## src/rtl/smart_parking_system.sv

```systemverilog
// Parking-lot controller: counts occupied slots and drives timed entry/exit barriers
// from edge-detected car-presence sensors.
module smart_parking_system #(
  parameter int CAPACITY         = 2,
  parameter int GATE_OPEN_CYCLES = 8
) (
  input  logic       clk,
  input  logic       reset,
  input  logic       entry_sensor,
  input  logic       exit_sensor,
  output logic       entry_gate,
  output logic       exit_gate,
  output logic [4:0] available_spaces,
  output logic       parking_full,
  output logic       parking_empty
);

  localparam logic [4:0] CAP_C  = 5'(CAPACITY);
  localparam logic [7:0] OPEN_C = 8'(GATE_OPEN_CYCLES);

  typedef enum logic {
    GATE_CLOSED = 1'b0,
    GATE_OPEN   = 1'b1
  } gate_state_e;

  gate_state_e entry_state_r;
  gate_state_e exit_state_r;
  logic [7:0]  entry_timer_r;
  logic [7:0]  exit_timer_r;
  logic        entry_prev_r;
  logic        exit_prev_r;
  logic [4:0]  occupied_r;
  logic        entry_accept_s;
  logic        exit_accept_s;

  // Accept a request on a fresh sensor edge only when the gate is idle and the lot allows it.
  always_comb begin
    entry_accept_s = 1'b0;
    exit_accept_s  = 1'b0;
    if (entry_sensor && !entry_prev_r && (entry_state_r == GATE_CLOSED) && (occupied_r < CAP_C)) begin
      entry_accept_s = 1'b1;
    end else begin
      entry_accept_s = 1'b0;
    end
    if (exit_sensor && !exit_prev_r && (exit_state_r == GATE_CLOSED) && (occupied_r != 5'd0)) begin
      exit_accept_s = 1'b1;
    end else begin
      exit_accept_s = 1'b0;
    end
  end

  // Sensor history for edge detection; a held-high sensor yields a single request.
  always_ff @(posedge clk or posedge reset) begin
    if (reset) begin
      entry_prev_r <= 1'b0;
      exit_prev_r  <= 1'b0;
    end else begin
      entry_prev_r <= entry_sensor;
      exit_prev_r  <= exit_sensor;
    end
  end

  // Occupancy counter; a simultaneous accepted entry and exit cancel out.
  always_ff @(posedge clk or posedge reset) begin
    if (reset) begin
      occupied_r <= 5'd0;
    end else begin
      case ({entry_accept_s, exit_accept_s})
        2'b10:   occupied_r <= occupied_r + 5'd1;
        2'b01:   occupied_r <= occupied_r - 5'd1;
        default: occupied_r <= occupied_r;
      endcase
    end
  end

  // Entry barrier FSM: stays open for OPEN_C cycles after an accepted request.
  always_ff @(posedge clk or posedge reset) begin
    if (reset) begin
      entry_state_r <= GATE_CLOSED;
      entry_timer_r <= 8'd0;
      entry_gate    <= 1'b0;
    end else begin
      case (entry_state_r)
        GATE_CLOSED: begin
          if (entry_accept_s) begin
            entry_state_r <= GATE_OPEN;
            entry_timer_r <= OPEN_C;
            entry_gate    <= 1'b1;
          end else begin
            entry_timer_r <= 8'd0;
            entry_gate    <= 1'b0;
          end
        end
        GATE_OPEN: begin
          if (entry_timer_r <= 8'd1) begin
            entry_state_r <= GATE_CLOSED;
            entry_timer_r <= 8'd0;
            entry_gate    <= 1'b0;
          end else begin
            entry_timer_r <= entry_timer_r - 8'd1;
            entry_gate    <= 1'b1;
          end
        end
        default: begin
          entry_state_r <= GATE_CLOSED;
          entry_timer_r <= 8'd0;
          entry_gate    <= 1'b0;
        end
      endcase
    end
  end

  // Exit barrier FSM, mirror of the entry side.
  always_ff @(posedge clk or posedge reset) begin
    if (reset) begin
      exit_state_r <= GATE_CLOSED;
      exit_timer_r <= 8'd0;
      exit_gate    <= 1'b0;
    end else begin
      case (exit_state_r)
        GATE_CLOSED: begin
          if (exit_accept_s) begin
            exit_state_r <= GATE_OPEN;
            exit_timer_r <= OPEN_C;
            exit_gate    <= 1'b1;
          end else begin
            exit_timer_r <= 8'd0;
            exit_gate    <= 1'b0;
          end
        end
        GATE_OPEN: begin
          if (exit_timer_r <= 8'd1) begin
            exit_state_r <= GATE_CLOSED;
            exit_timer_r <= 8'd0;
            exit_gate    <= 1'b0;
          end else begin
            exit_timer_r <= exit_timer_r - 8'd1;
            exit_gate    <= 1'b1;
          end
        end
        default: begin
          exit_state_r <= GATE_CLOSED;
          exit_timer_r <= 8'd0;
          exit_gate    <= 1'b0;
        end
      endcase
    end
  end

  assign available_spaces = CAP_C - occupied_r;
  assign parking_full     = (occupied_r == CAP_C);
  assign parking_empty    = (occupied_r == 5'd0);

endmodule

```

## config.mk

```make
export PLATFORM = sky130hd
export DESIGN_NAME = smart_parking_system
export DESIGN_NICKNAME = d
export VERILOG_FILES = /design/src/rtl/smart_parking_system.sv
export SDC_FILE = /design/constraint.sdc
export NUM_CORES = 1
export LEC_CHECK = 0
export ABC_AREA = 1
export ABC_CLOCK_PERIOD_IN_PS = 2700
export CAP_MARGIN = 20
export CORE_UTILIZATION = 45
export DETAILED_ROUTE_END_ITERATION = 16
export GPL_ROUTABILITY_DRIVEN = 0
export SETUP_SLACK_MARGIN = 0.4
export SYNTH_ARGS = -nofsm -noshare
export SYNTH_HDL_FRONTEND = slang
export SYNTH_SLANG_ARGS = --single-unit
export TNS_END_PERCENT = 100
```

## constraint.sdc

```tcl
create_clock -name clk -period 2.7 [get_ports clk]
set_clock_uncertainty 0.15 [all_clocks]
set_input_delay 0.675 -clock clk [delete_from_list [all_inputs] [get_ports clk]]
set_output_delay 0.675 -clock clk [all_outputs]
set_load 0.01 [all_outputs]
```

# ---- Yosys cells after proc, flatten, opt, wreduce, memory -nomap -nowiden
# Index checks and enable logic that the tools add are counted.
dict set report totals {
  regBits 25
  in_bits 4
  output_inout_bits 9
}
dict set report op_classes {
  n_addsub 5
  n_lt_le_gt_ge 3
  eq_ne 3
  n_mux 15
  bitwise_logic 2
  reduce_logical 11
}
# operator n
set op_table {}
lappend op_table {{$pmux 8 s2} 2}
lappend op_table {{$le 8x1->1 const B} 2}
lappend op_table {{$mux 8} 2}
lappend op_table {{$sub 8x1->8 const B} 2}
lappend op_table {{$pmux 5 s2} 1}
lappend op_table {{$mux 4} 2}
lappend op_table {{$logic_and 1x1->1} 6}
lappend op_table {{$mux 1} 6}
lappend op_table {{$add 5x1->5 const B} 1}
lappend op_table {{$eq 5x2->1 const B} 1}
lappend op_table {{$logic_not 5->1} 1}
lappend op_table {{$lt 5x2->1 const B} 1}
lappend op_table {{$reduce_bool 5->1} 1}
lappend op_table {{$sub 2x5->5 const A} 1}
lappend op_table {{$sub 5x1->5 const B} 1}
lappend op_table {{$pmux 1 s2} 2}
lappend op_table {{$eq 2x1->1 const B} 1}
lappend op_table {{$eq 2x2->1 const B} 1}
lappend op_table {{$logic_not 1->1} 2}
lappend op_table {{$not 1->1} 2}
lappend op_table {{$reduce_bool 2->1} 1}

# ---- Depth between registers and ports, before layout
dict set report depth {
  word_depth 7
  mapped_depth 18
  depth_no_buf 18
}

# ---- Worst setup path before layout
# No wires, ideal clock.
dict set report synth_path {
  kind {reg-to-reg}
  startpoint {reg occupied_r[0]}
  endpoint {reg occupied_r[4]}
  setup_ps 117
  arrival_ps 2093
  t_required_ps 2433
  setup_slack_ps 341
  stages_incl_launch_ff 19
  path_buffers 0
  period_less_slack_ps 2359
  path_cell_list {dfrtp_1 -> inv_1 -> ha_1 -> nand2_1 -> inv_1 -> nand2_1 -> nand4_1 -> inv_1 -> ha_1 -> inv_1 -> fa_1 -> inv_1 -> nand2_1 -> nand2_1 -> nand2_1 -> nand2_1 -> nand2_1 -> nand2_1 -> nand2_1}
}
dict set report synth_between {
  elab_chain_len 5
}
# element line
set synth_lines {}
lappend synth_lines {{from (decl)} 32} ;# logic [4:0] occupied_r;
lappend synth_lines {{from (signal assigned)} 69} ;# 2'b10: occupied_r <= occupied_r + 5'd1;
lappend synth_lines {{from (signal assigned)} 70} ;# 2'b01: occupied_r <= occupied_r - 5'd1;
lappend synth_lines {{from (signal assigned)} 71} ;# default: occupied_r <= occupied_r;
lappend synth_lines {{$lt 5x2->1 or $reduce_bool 5->1 (tied branches)} {40, 45}}
lappend synth_lines {{$logic_and 1x1->1, on equally long branches} {40, 45}}
lappend synth_lines {{$mux 1, on equally long branches} {40, 45}}
lappend synth_lines {{$eq 2x1->1 or $eq 2x2->1 (tied branches)} 68} ;# case ({entry_accept_s, exit_accept_s})
lappend synth_lines {{$pmux 5 s2 or $reduce_bool 2->1 (tied branches)} -}
# Several ways; a longest one is shown, not always the timed one.
# A chain may end at the register's enable or synchronous reset.

# ---- Final worst setup path
dict set report layout_path {
  startpoint {in entry_sensor}
  endpoint {reg occupied_r[3]}
}
dict set report layout_between {
  elab_chain_len 6
}
# element line
set layout_lines {}
lappend layout_lines {{from (decl)} 9} ;# input logic entry_sensor,
lappend layout_lines {{$logic_and 1x1->1 * (3 in a row)} 40} ;# if (entry_sensor && !entry_prev_r && (entry_state_r == GATE_CLOSED) && (occupied_r < CAP_C)) begin
lappend layout_lines {{$mux 1 *} 40}
lappend layout_lines {{$eq 2x1->1 or $eq 2x2->1 (tied branches)} 68}
lappend layout_lines {{$pmux 5 s2 or $reduce_bool 2->1 (tied branches)} -}
# Every way passes the cells marked *; elsewhere a longest branch is shown, timed or not.

==> run summary <==
The run finished with clean final reports. The number of synthesized flops with an enable pin came out at 0. Summed over all layers, the routed wires come to 3040 um. The total vias in the final route is 1,261. The proportion of layout cells with a drive suffix above 1 is 26.0%.

The first detailed-routing pass ran for 4 iterations. Synthesis produced 193 cells. By count the netlist is led by sky130_fd_sc_hd__nand2_1, sky130_fd_sc_hd__inv_1, sky130_fd_sc_hd__nor2_1.

The H-tree level count is 1. The post-CTS clock slew at the launch and capture registers of the worst setup and hold paths came out at 140 ps. The minimum clock period after layout came out at 2410 ps. In the synthesized netlist the dominant register cell turns out to be sky130_fd_sc_hd__dfrtp_1.

The area added between synthesis and finish is 24.1%. The setup path with the least slack is of type in -> reg. The net count of the mapped netlist came out at 209. Ranked by total cell area, the synthesized netlist is headed by sky130_fd_sc_hd__dfrtp_1, sky130_fd_sc_hd__nand2_1, sky130_fd_sc_hd__ha_1. The worst hold slack across all endpoints is 323 ps. The per-cell via count in the routed design is 4.79. The die is 60.0 um wide. The largest voltage drop on the vdd net is 0.571 mV. The total routing usage reported by global routing came out at 19.4%. The area occupied by multi-input gates is 853 um^2. The power density over the cells is 1120 nW/um^2.

After the last flow step, the layout net total stands at 236. STA classifies the critical path startpoint as an input pin. For the pin with the worst max-slew slack, the measured transition is 361 ps. The die covers 3590 um^2. Entering global routing, the biggest net connects 26 pins. The vertical die dimension is 60.0 um.

The biggest area contributor in the post-synthesis netlist is sky130_fd_sc_hd__dfrtp_1. The total number of yosys warnings is 0. The area of placed instances came out at 1710 um^2.

The global-route congestion overflow total is 0. The critical path capture point type is a flop. In this run, placement finished with an instance count of 252. The max-cap violation count came out at 0. Setup repair after global routing could not meet its margin everywhere. The portion of the post-synthesis area used by sequential elements came out at 41.4%. The number of antenna repair diodes is 0. Buffers inserted during clock tree synthesis total 3. The share of async-settable or async-resettable flops after synthesis is 100%.

Counting flops and latches in the post-synthesis netlist gives 25. The estimated wirelength of the detail-placed design is 2100 um. The total leakage power came out at 1.02 nW. Derived from the worst setup path, the maximum achievable clock frequency is 0.415 GHz. The number of remaining DRC errors is 0.

The mapped netlist covers 1510 um^2. The final setup violation count came out at 0. The arrival time of the worst setup path is 2480 ps. After clock tree synthesis, the flow added hold-fix buffers numbering 0. The count of input and output buffers is 12. The final count of hold timing violations is 0. The number of distinct library cells after synthesis came out at 25. The final instance area is 1880 um^2. The worst setup slack after layout is 290 ps. TritonCTS built the clock tree. The average wire per cell in the routed design came out at 11.6 um. The peak fanout along the critical path came out at 4. The number of global-route vias before repair came out at 1,233.

The register area is 629 um^2. OpenSTA, run right after detailed placement, puts the worst setup slack at -110 ps. The number of fill cells is 295. In this run the deepest clock path goes through 2 buffers. The number of top-level pins is 13. The max-slew violation count was 0. The total negative slack is 0 ps. The master cell of the clock root buffer is sky130_fd_sc_hd__clkbuf_4.

The clock insertion delay at the later pin of the skew report is 310 ps. The average instance area after synthesis is 7.83 um^2. The filler-free cell count of the finished design is 263. The tightest slew margin relative to the limit came out at 76.0%.

The required time of the critical path is 2770 ps. The most frequent cell after synthesis is sky130_fd_sc_hd__nand2_1. The post-route antenna net violation count is 0. In this run, the number of DRC markers left after iteration 0 of detailed routing was 27.

The tightest min-delay check is of the reg -> reg type. The proportion of netlist area held by the largest area contributor came out at 41.4%. The floorplan row count came out at 20. The final clock period utilization by the worst path is 89.3%. The initial antenna violation count is 0. The core region area came out at 3130 um^2. The initial core utilization is 48.3%. The wire length of the first global-routing pass came out at 5190 um.

The clock drives 25 sinks.
[state kept, by name (all words and copies together), names as in the netlist]
signal         flops
entry_timer_r      8
exit_timer_r       8
occupied_r         5
entry_prev_r       1
entry_state_r      1
exit_prev_r        1
exit_state_r       1
[placed cells by master, fill, tap and decap left out, types with 2 or more instances in the layout]
master and n:
sky130_fd_sc_hd__nor2_2 5, sky130_fd_sc_hd__nor2_1 27, sky130_fd_sc_hd__nand2_1 46, sky130_fd_sc_hd__buf_2 6, sky130_fd_sc_hd__xor2_1 4, sky130_fd_sc_hd__a21oi_2 3
sky130_fd_sc_hd__nand2_2 4, sky130_fd_sc_hd__inv_1 26, sky130_fd_sc_hd__nand2_4 2, sky130_fd_sc_hd__nand3_1 12, sky130_fd_sc_hd__buf_4 9, sky130_fd_sc_hd__buf_6 2
sky130_fd_sc_hd__nand4_1 3, sky130_fd_sc_hd__o21ai_0 2, sky130_fd_sc_hd__dfrtp_2 3, sky130_fd_sc_hd__nand3_2 2, sky130_fd_sc_hd__clkdlybuf4s50_1 6, sky130_fd_sc_hd__dfrtp_1 22
sky130_fd_sc_hd__xnor2_1 3, sky130_fd_sc_hd__inv_2 6, sky130_fd_sc_hd__clkbuf_4 3, sky130_fd_sc_hd__ha_1 6, sky130_fd_sc_hd__ha_4 5
[through the flow]
step	power, W	util (%)
3_3_place_gp	0.00174	54.7
6_report	0.00211	60.0
5_1_grt	0.00230	60.0
3_5_place_dp	0.00177	54.7
2_1_floorplan	0.00141	-
4_1_cts	0.00207	59.0
[final cells by class]
| class | instances | share of cell area (%) |
|---|---|---|
| clock buffers | 4 | 1.40 |
| inverters | 33 | 7.00 |
| well taps | 44 | 2.94 |
| multi-input cells | 134 | 45.5 |
| flip-flops and latches | 25 | 33.6 |
| repair buffers | 23 | 9.61 |
[power by group]
group	switching, W	internal, W
Clock	0.000112	0.0000577
Sequential	0.000138	0.000490
Combinational	0.000735	0.000575
Total	0.000985	0.00112
[per-layer routing]
layer / wire (um) / track usage [%]
met3: 111 / 4.55
met1: 1420 / 23.9
met2: 1470 / 33.0
met5: 0 / 0
met4: 40 / 6.98
[path summary, 6_finish.rpt]
check / start / endpoint / slack (ps) / depth (start not counted)
setup reg to reg: occupied_r[0] / occupied_r[4] / 380 / 19
min in group asynchronous: reset / exit_state_r / 540 / 3
max in group asynchronous: reset / occupied_r[2] / 1610 / 3
hold / removal: exit_timer_r[0] / exit_timer_r[0] / 320 / 1
setup / recovery: entry_sensor / occupied_r[3] / 290 / 12
hold reg to reg: exit_timer_r[0] / exit_timer_r[0] / 320 / 1
[logic make-up after synthesis]
kind of cell | synth area share [%]
AO/OA/AOI/OAI | 4.64
adder cells (fa/ha/maj) | 10.4
buffers and inverters | 8.69
flip-flops | 41.4
XOR/XNOR | 4.06
AND/OR/NAND/NOR | 30.8
[repair_timing]
action / CTS / global route
resized for setup: 41 / 9
setup buffers: 6 / 1
pin swaps: 5 / 2
endpoints found under the hold margin: 0 / 0
endpoints found under the setup margin: 10 / 8
[worst max-delay path, cell delays in order]
cell and delay (ps):
sky130_fd_sc_hd__clkdlybuf4s50_1 470, sky130_fd_sc_hd__nand2_1 60, sky130_fd_sc_hd__nor3_2 140, sky130_fd_sc_hd__nand3_2 130, sky130_fd_sc_hd__ha_4 210, sky130_fd_sc_hd__buf_4 140
sky130_fd_sc_hd__ha_1 280, sky130_fd_sc_hd__nand3_1 100, sky130_fd_sc_hd__nand2_1 90, sky130_fd_sc_hd__nand2_1 60, sky130_fd_sc_hd__nand3_1 70, sky130_fd_sc_hd__nand2_1 50
Note: power is estimated with default switching activity, not from simulation.
